[src/rtl/mul_pkg.sv]
// mul_pkg: shared state encoding and sizing helper for the shift-add multiply-accumulate.
package mul_pkg;
  typedef enum logic {IDLE = 1'b0, RUN = 1'b1} state_t;
  function automatic int cnt_w(input int n);
    return $clog2(n + 1);
  endfunction
endpackage

[src/rtl/shift_add_step.sv]
// shift_add_step: one combinational shift-add multiply step (conditional add, shift operands).
module shift_add_step #(
  parameter int N = 5
) (
  input  logic [2*N-1:0] acc,
  input  logic [2*N-1:0] mcand,
  input  logic [N-1:0]   mplier,
  output logic [2*N-1:0] acc_nxt,
  output logic [2*N-1:0] mcand_nxt,
  output logic [N-1:0]   mplier_nxt
);
  assign acc_nxt    = mplier[0] ? acc + mcand : acc;
  assign mcand_nxt  = mcand << 1;
  assign mplier_nxt = mplier >> 1;
endmodule

[src/rtl/unsigned_mul_add.sv]
// unsigned_mul_add: sequential product = a*b + c, one multiplier bit per clock.
// Define MUL_EARLY_TERM_EN to finish as soon as the remaining multiplier bits are all zero.
module unsigned_mul_add
  import mul_pkg::*;
#(
  parameter int N = 5
) (
  input  logic           CLK,
  input  logic           RST,
  input  logic           valid,
  input  logic [N-1:0]   a,
  input  logic [N-1:0]   b,
  input  logic [N-1:0]   c,
  output logic           busy,
  output logic           ready,
  output logic [2*N-1:0] product
);
  localparam int CW = cnt_w(N);
  state_t state, state_nxt;
  logic [2*N-1:0] acc, mcand, acc_nxt, mcand_nxt;
  logic [N-1:0] mplier, mplier_nxt;
  logic [CW-1:0] count;
  logic done;
  shift_add_step #(.N(N)) u_step (
    .acc       (acc),
    .mcand     (mcand),
    .mplier    (mplier),
    .acc_nxt   (acc_nxt),
    .mcand_nxt (mcand_nxt),
    .mplier_nxt(mplier_nxt)
  );
`ifdef MUL_EARLY_TERM_EN
  assign done = (count == CW'(N - 1)) || (mplier_nxt == '0);
`else
  assign done = count == CW'(N - 1);
`endif
  assign busy = state == RUN;
  always_comb begin
    state_nxt = state == IDLE ? (valid ? RUN : IDLE) : (done ? IDLE : RUN);
  end
  always_ff @(posedge CLK or negedge RST) begin
    if (!RST) state <= IDLE;
    else state <= state_nxt;
  end
  // Result register is written only on the completing step, so it holds until the next one.
  always_ff @(posedge CLK or negedge RST) begin
    if (!RST) begin
      acc     <= '0;
      mcand   <= '0;
      mplier  <= '0;
      count   <= '0;
      ready   <= 1'b0;
      product <= '0;
    end else begin
      ready <= state == RUN && done;
      if (state == IDLE && valid) begin
        acc    <= {{N{1'b0}}, c};
        mcand  <= {{N{1'b0}}, a};
        mplier <= b;
        count  <= '0;
      end else if (state == RUN) begin
        acc    <= acc_nxt;
        mcand  <= mcand_nxt;
        mplier <= mplier_nxt;
        count  <= count + CW'(1);
        if (done) product <= acc_nxt;
      end
    end
  end
endmodule

[config.mk]
export PLATFORM = sky130hd
export DESIGN_NAME = unsigned_mul_add
export DESIGN_NICKNAME = d
export VERILOG_FILES = /design/src/rtl/mul_pkg.sv /design/src/rtl/shift_add_step.sv /design/src/rtl/unsigned_mul_add.sv
export SDC_FILE = /design/constraint.sdc
export NUM_CORES = 1
export LEC_CHECK = 0
export ABC_CLOCK_PERIOD_IN_PS = 2700
export CAP_MARGIN = 20
export CORE_UTILIZATION = 43
export DETAILED_ROUTE_END_ITERATION = 16
export DONT_BUFFER_PORTS = 1
export SYNTH_ARGS = -nofsm -noshare
export SYNTH_HDL_FRONTEND = slang
export SYNTH_SLANG_ARGS = --single-unit
[constraint.sdc]
create_clock -name CLK -period 2.7 [get_ports CLK]
set_clock_uncertainty 0.2 [all_clocks]
set_input_delay 0.405 -clock CLK [delete_from_list [all_inputs] [get_ports CLK]]
set_output_delay 0.405 -clock CLK [all_outputs]
set_load 0.05 [all_outputs]
After elaboration in Yosys (flattened, before gate mapping) --
Index checks and enable logic that the tools add are counted. W data, S select, Z words.
Storage, ports and cells: register bits 40, latch bits 0, bits in writable memories 0, memory bits (read-only) 0, input port bits 18, output and inout bits 12, word-level logic and storage cells 28, memories kept 0
Operators by class: add/sub/neg operators 2, multiply operators 0, divide/modulo/power cells 0, magnitude comparators 0, equality and inequality tests 1, shift operators 0, mux-type cells 12, bitwise operators 2, reductions and logical operators 4
Operator list (count):
- $mux W10 | 5
- $add A10 B10 Y10 | 1
- $mux W5 | 2
- $mux W3 | 2
- $add A3 B1 Y3 const B | 1
- $eq A3 B3 Y1 const B | 1
- $mux W1 | 3
- $reduce_and A3 Y1 | 1
- $logic_and A1 B1 Y1 | 2
- $not A1 Y1 | 2
- $reduce_bool A2 Y1 | 1

Logic depth before layout (Yosys ltp) --
word-level depth 4, mapped depth 8, gate-level depth less buffers 8

Modules after synthesis --
Synthesis repeated with hierarchy kept, for this count alone.
Second synthesis, totals: cell total of the unflattened synthesis 203, area total of the unflattened synthesis 2273.4 sq um
By module, submodules not included:
- unsigned_mul_add | instances 1, cells each 127, area each 1675.4 sq um, seq. area each 1001.0 sq um
- shift_add_step | instances 1, cells each 76, area each 598.1 sq um, seq. area each 0.0 sq um

Worst setup path after synthesis --
No wires, ideal clock.
path type flip-flop to flip-flop, start register acc[6], end register product[9], setup time 0.082 ns, arrival time 2.065 ns, data required time 2.418 ns, path slack 0.353 ns, cell stages (with the launch flop) 8, buffers on the path 0, period minus slack after synthesis 2.347 ns, cells stage by stage dfrtp_1 > ha_1 > a21o_1 > a21o_1 > a221o_2 > xnor2_2 > or3_1 > a31oi_1
Between the ends: word-level cells in the longest chain between the ends 2
RTL lines:
- start, declared | RTL line unsigned_mul_add.sv:20 | logic [2*N-1:0] acc, mcand, acc_nxt, mcand_nxt;
- start signal, assigned | RTL line unsigned_mul_add.sv:57 | acc <= {{N{1'b0}}, c};
- start signal, assigned | RTL line unsigned_mul_add.sv:62 | acc <= acc_nxt;
- $add A10 B10 Y10 | RTL line shift_add_step.sv:12 | assign acc_nxt = mplier[0] ? acc + mcand : acc;
- $mux W10 | RTL line shift_add_step.sv:12
- end signal, assigned | RTL line unsigned_mul_add.sv:66 | if (done) product <= acc_nxt;
- end, declared | RTL line unsigned_mul_add.sv:16 | output logic [2*N-1:0] product
No other way between the ends. A chain may end at the register's enable or synchronous reset.

Worst setup path after layout --
start register acc[1], end register product[9]
The elaborated chain is that of the path after synthesis.

==> results_dict.tcl <==
set metrics [dict create \
    io_pins 30 \
    drt_iter0_markers 59 \
    cts_tree "done" \
    avgSynthCellArea_um2 10.5 \
    drtPass1Iterations 4 \
    crit_path_end_kind "flip-flop" \
    final_antenna_net_count 0 \
    fmax_mhz 400 \
    htree_num_levels 2 \
    gp_congestion 0.908 \
    synth_area_mm2 0.00207 \
    slowest_stage "dfrtp_1" \
    synth_nets 228 \
    maxCapViolCount 0 \
    hp-class "input pin to flip-flop" \
    setup_violations 0 \
    vias 1491 \
    finalCritPeriodShare 0.926 \
    antenna_found_initial 0 \
    hold_violations 0 \
    rows 24 \
    start_util 0.460 \
    min_period_ns 2.50 \
    holdBufCountCts 2 \
    p_leak_nw 1.05 \
    layout.nets 233 \
    finalSetupTns_ns 0 \
    drive_above_1_share 0.0931 \
    cts_root_buffer "clkbuf_8" \
    final_cell_count_no_fill 256 \
    p_int_w 0.00157 \
    vias_per_cell 5.82 \
    syn_to_final_growth_pct 9.17 \
    clockBufferDepth 2 \
    rsz0062_at_grt "no" \
    clk_pin_slew_ns 0.08 \
    fillCellCount 416 \
    post_cts_buffers 0 \
    cp_max_fo 4 \
    coreArea_mm2 0.00450 \
    crit_chain "ha_1 -> a211oi_2 -> o21ai_1 -> a221o_2 -> xnor2_2 -> or3_1 -> a31oi_1" \
    seqPwrFrac 0.450 \
    maxSlewViolCount 0 \
    clock_latency_ns 0.29 \
    dpl.hpwl_mm 3.11 \
    arrival_ns 2.51 \
    slew_headroom 0.562 \
    grt_pass1_vias 1586 \
    critPathBufInv 0 \
    cp.required_ns 2.71 \
    powerDensity_mw_per_mm2 1270 \
    p_sw_frac 0.454 \
    worst_slew_pin_slew_ns 0.657 \
    wl_per_cell_um 16.9 \
    track_usage 0.190 \
    cts.sinks 40 \
    path_delay_family "compound AO/OA/AOI/OAI gates" \
    die_w_um 71.4 \
    syn_inst 198 \
    die_y_um 71.4 \
    io_buffer_count 0 \
    synth_top_area_frac 0.483 \
    numCtsBuffers 5 \
    cp_slowest_stage_delay_ns 0.43 \
    grt_overflow 0 \
    yosysUniqueCellTypes 39 \
    crit_type "flip-flop to flip-flop" \
    ys_ff_latch 40 \
    seq_area_frac_synth 0.483 \
    cts.repair.resized 0 \
    peakVddDrop_mv 0.394 \
    pwr-share-clk 0.144 \
    die_area_mm2 0.00510 \
    place_inst 245 \
    grt_max_degree 41 \
    pwr-share-comb 0.406 \
    p_switching_w 0.00131 \
    grt_pass1_wl_mm 7.42 \
    synth_area_leader_cell "dfrtp_1" \
    routed_wl_mm 4.32 \
    ys.warnings.count 0 \
    outcome "finished clean" \
    antennaDiodeCount 0 \
    drc 0 \
    synth_area_leaders "dfrtp_1, mux2i_1, ha_1" \
    start_kind "flip-flop" \
]
[power by group through the flow]
stage	clock [W]	combinational [W]	sequential (W)
5_1_grt	0.000448	0.00133	0.00133
3_3_place_gp	0	0.00110	0.00129
4_1_cts	0.000418	0.00117	0.00129
3_5_place_dp	0	0.00115	0.00130
6_report	0.000413	0.00117	0.00129
2_1_floorplan	0	0.000945	0.00122
[layout make-up]
cell class                      instances  area (um2)  share of cell area
Multi-Input combinational cell        144        1020               0.450
Inverter                                5        18.8             0.00829
Timing Repair Buffer                    7        70.1              0.0310
Tap cell                               52        65.1              0.0287
Clock buffer                            8        90.1              0.0398
Sequential cell                        40        1000               0.442
[cells in the final DEF, fill, tap and decap left out, types with 2 or more instances in the layout]
master and n:
o21ai_1 2, xnor2_1 6, a31oi_1 2, clkbuf_1 2, a21o_1 3, clkbuf_8 6
nand2_1 20, a22o_1 10, a21oi_1 5, inv_1 5, buf_4 4, dfrtp_1 40
nand3_1 2, o21ai_0 21, mux2i_1 18, ha_1 11, o21bai_1 2, nand3b_1 2
dlygate4sd3_1 2, nor2_1 16, o22ai_1 4, xor2_1 2
[final timing paths]
path,from,to,slack (ns),depth (start not counted)
setup reg to reg,acc[1]$_DFFE_PN0P_,product[9]$_DFFE_PN0P_,0.20,7
hold / removal,c[3],acc[3]$_DFFE_PN0P_,0.07,2
max in group asynchronous,RST,count[2]$_DFFE_PN0P_,1.70,2
hold reg to reg,mplier[2]$_DFFE_PN0P_,mplier[1]$_DFFE_PN0P_,0.30,2
setup / recovery,acc[1]$_DFFE_PN0P_,product[9]$_DFFE_PN0P_,0.20,7
min in group asynchronous,RST,acc[3]$_DFFE_PN0P_,0.40,2
[metrics by stage]
stage / instance area, um2 / setup WS (ns) / hold slack, ns / total power [W] / util
after floorplan: 2070 / 0.353 / -0.0906 / 0.00217 / -
after global placement: 2130 / 0.278 / -0.0896 / 0.00239 / 0.474
after detailed placement: 2130 / 0.243 / -0.0897 / 0.00246 / 0.474
after CTS: 2250 / 0.213 / 0.00248 / 0.00288 / 0.500
after global routing: 2260 / 0.0877 / 0.0824 / 0.00310 / 0.503
final: 2260 / 0.201 / 0.0655 / 0.00287 / 0.503
[state kept, by name, indices dropped and copies added, names as in the netlist]
register	count
acc	10
mcand	10
product	10
mplier	5
count	3
busy	1
ready	1
[cells in the mapped netlist, drive strengths merged]
library cell  number
dfrtp             40
o21ai             23
nand2             20
mux2i             18
nor2              16
ha                11
a22o              10
xnor2              7
clkbuf             6
a21oi              5
inv                5
a21o               4
o22ai              4
buf                3
a31oi              2
nand3              2
nand3b             2
o21bai             2
xor2               2
a211oi             1
a221o              1
a41oi              1
and2               1
and3               1
and4               1
fa                 1
mux2               1
nand2b             1
nor2b              1
nor3               1
o21a               1
o221a              1
o31ai              1
or2                1
or3                1
[worst reg2reg max path, cell delays in order, from the launching register on]
cell and delay (ns):
dfrtp_1 0.43, ha_1 0.35, a211oi_2 0.24, o21ai_1 0.14, a221o_2 0.42, xnor2_2 0.15
or3_1 0.32, a31oi_1 0.17
[metal layers]
layer / vias to the layer above / global-route usage / share of wire
met3: 10 / 0.0591 / 0.052
met5: - / 0 / 0
met4: 0 / 0.0800 / 0.025
li1: 714 / - / -
met2: 43 / 0.314 / 0.47
met1: 724 / 0.231 / 0.45
[cell families (layout without fill, tap and decap cells)]
logic type / Yosys count / count (layout) / share of synthesized area
xor gates and xnor gates: 9 / 9 / 0.0416
AOI/OAI and AO/OA: 56 / 56 / 0.179
buffers and inverters: 14 / 20 / 0.0259
adders and majority gates: 12 / 12 / 0.0760
muxes: 19 / 19 / 0.0923
DFF: 40 / 40 / 0.483
and+or+nand+nor: 48 / 48 / 0.102
Note: power is estimated with default switching activity, not from simulation.
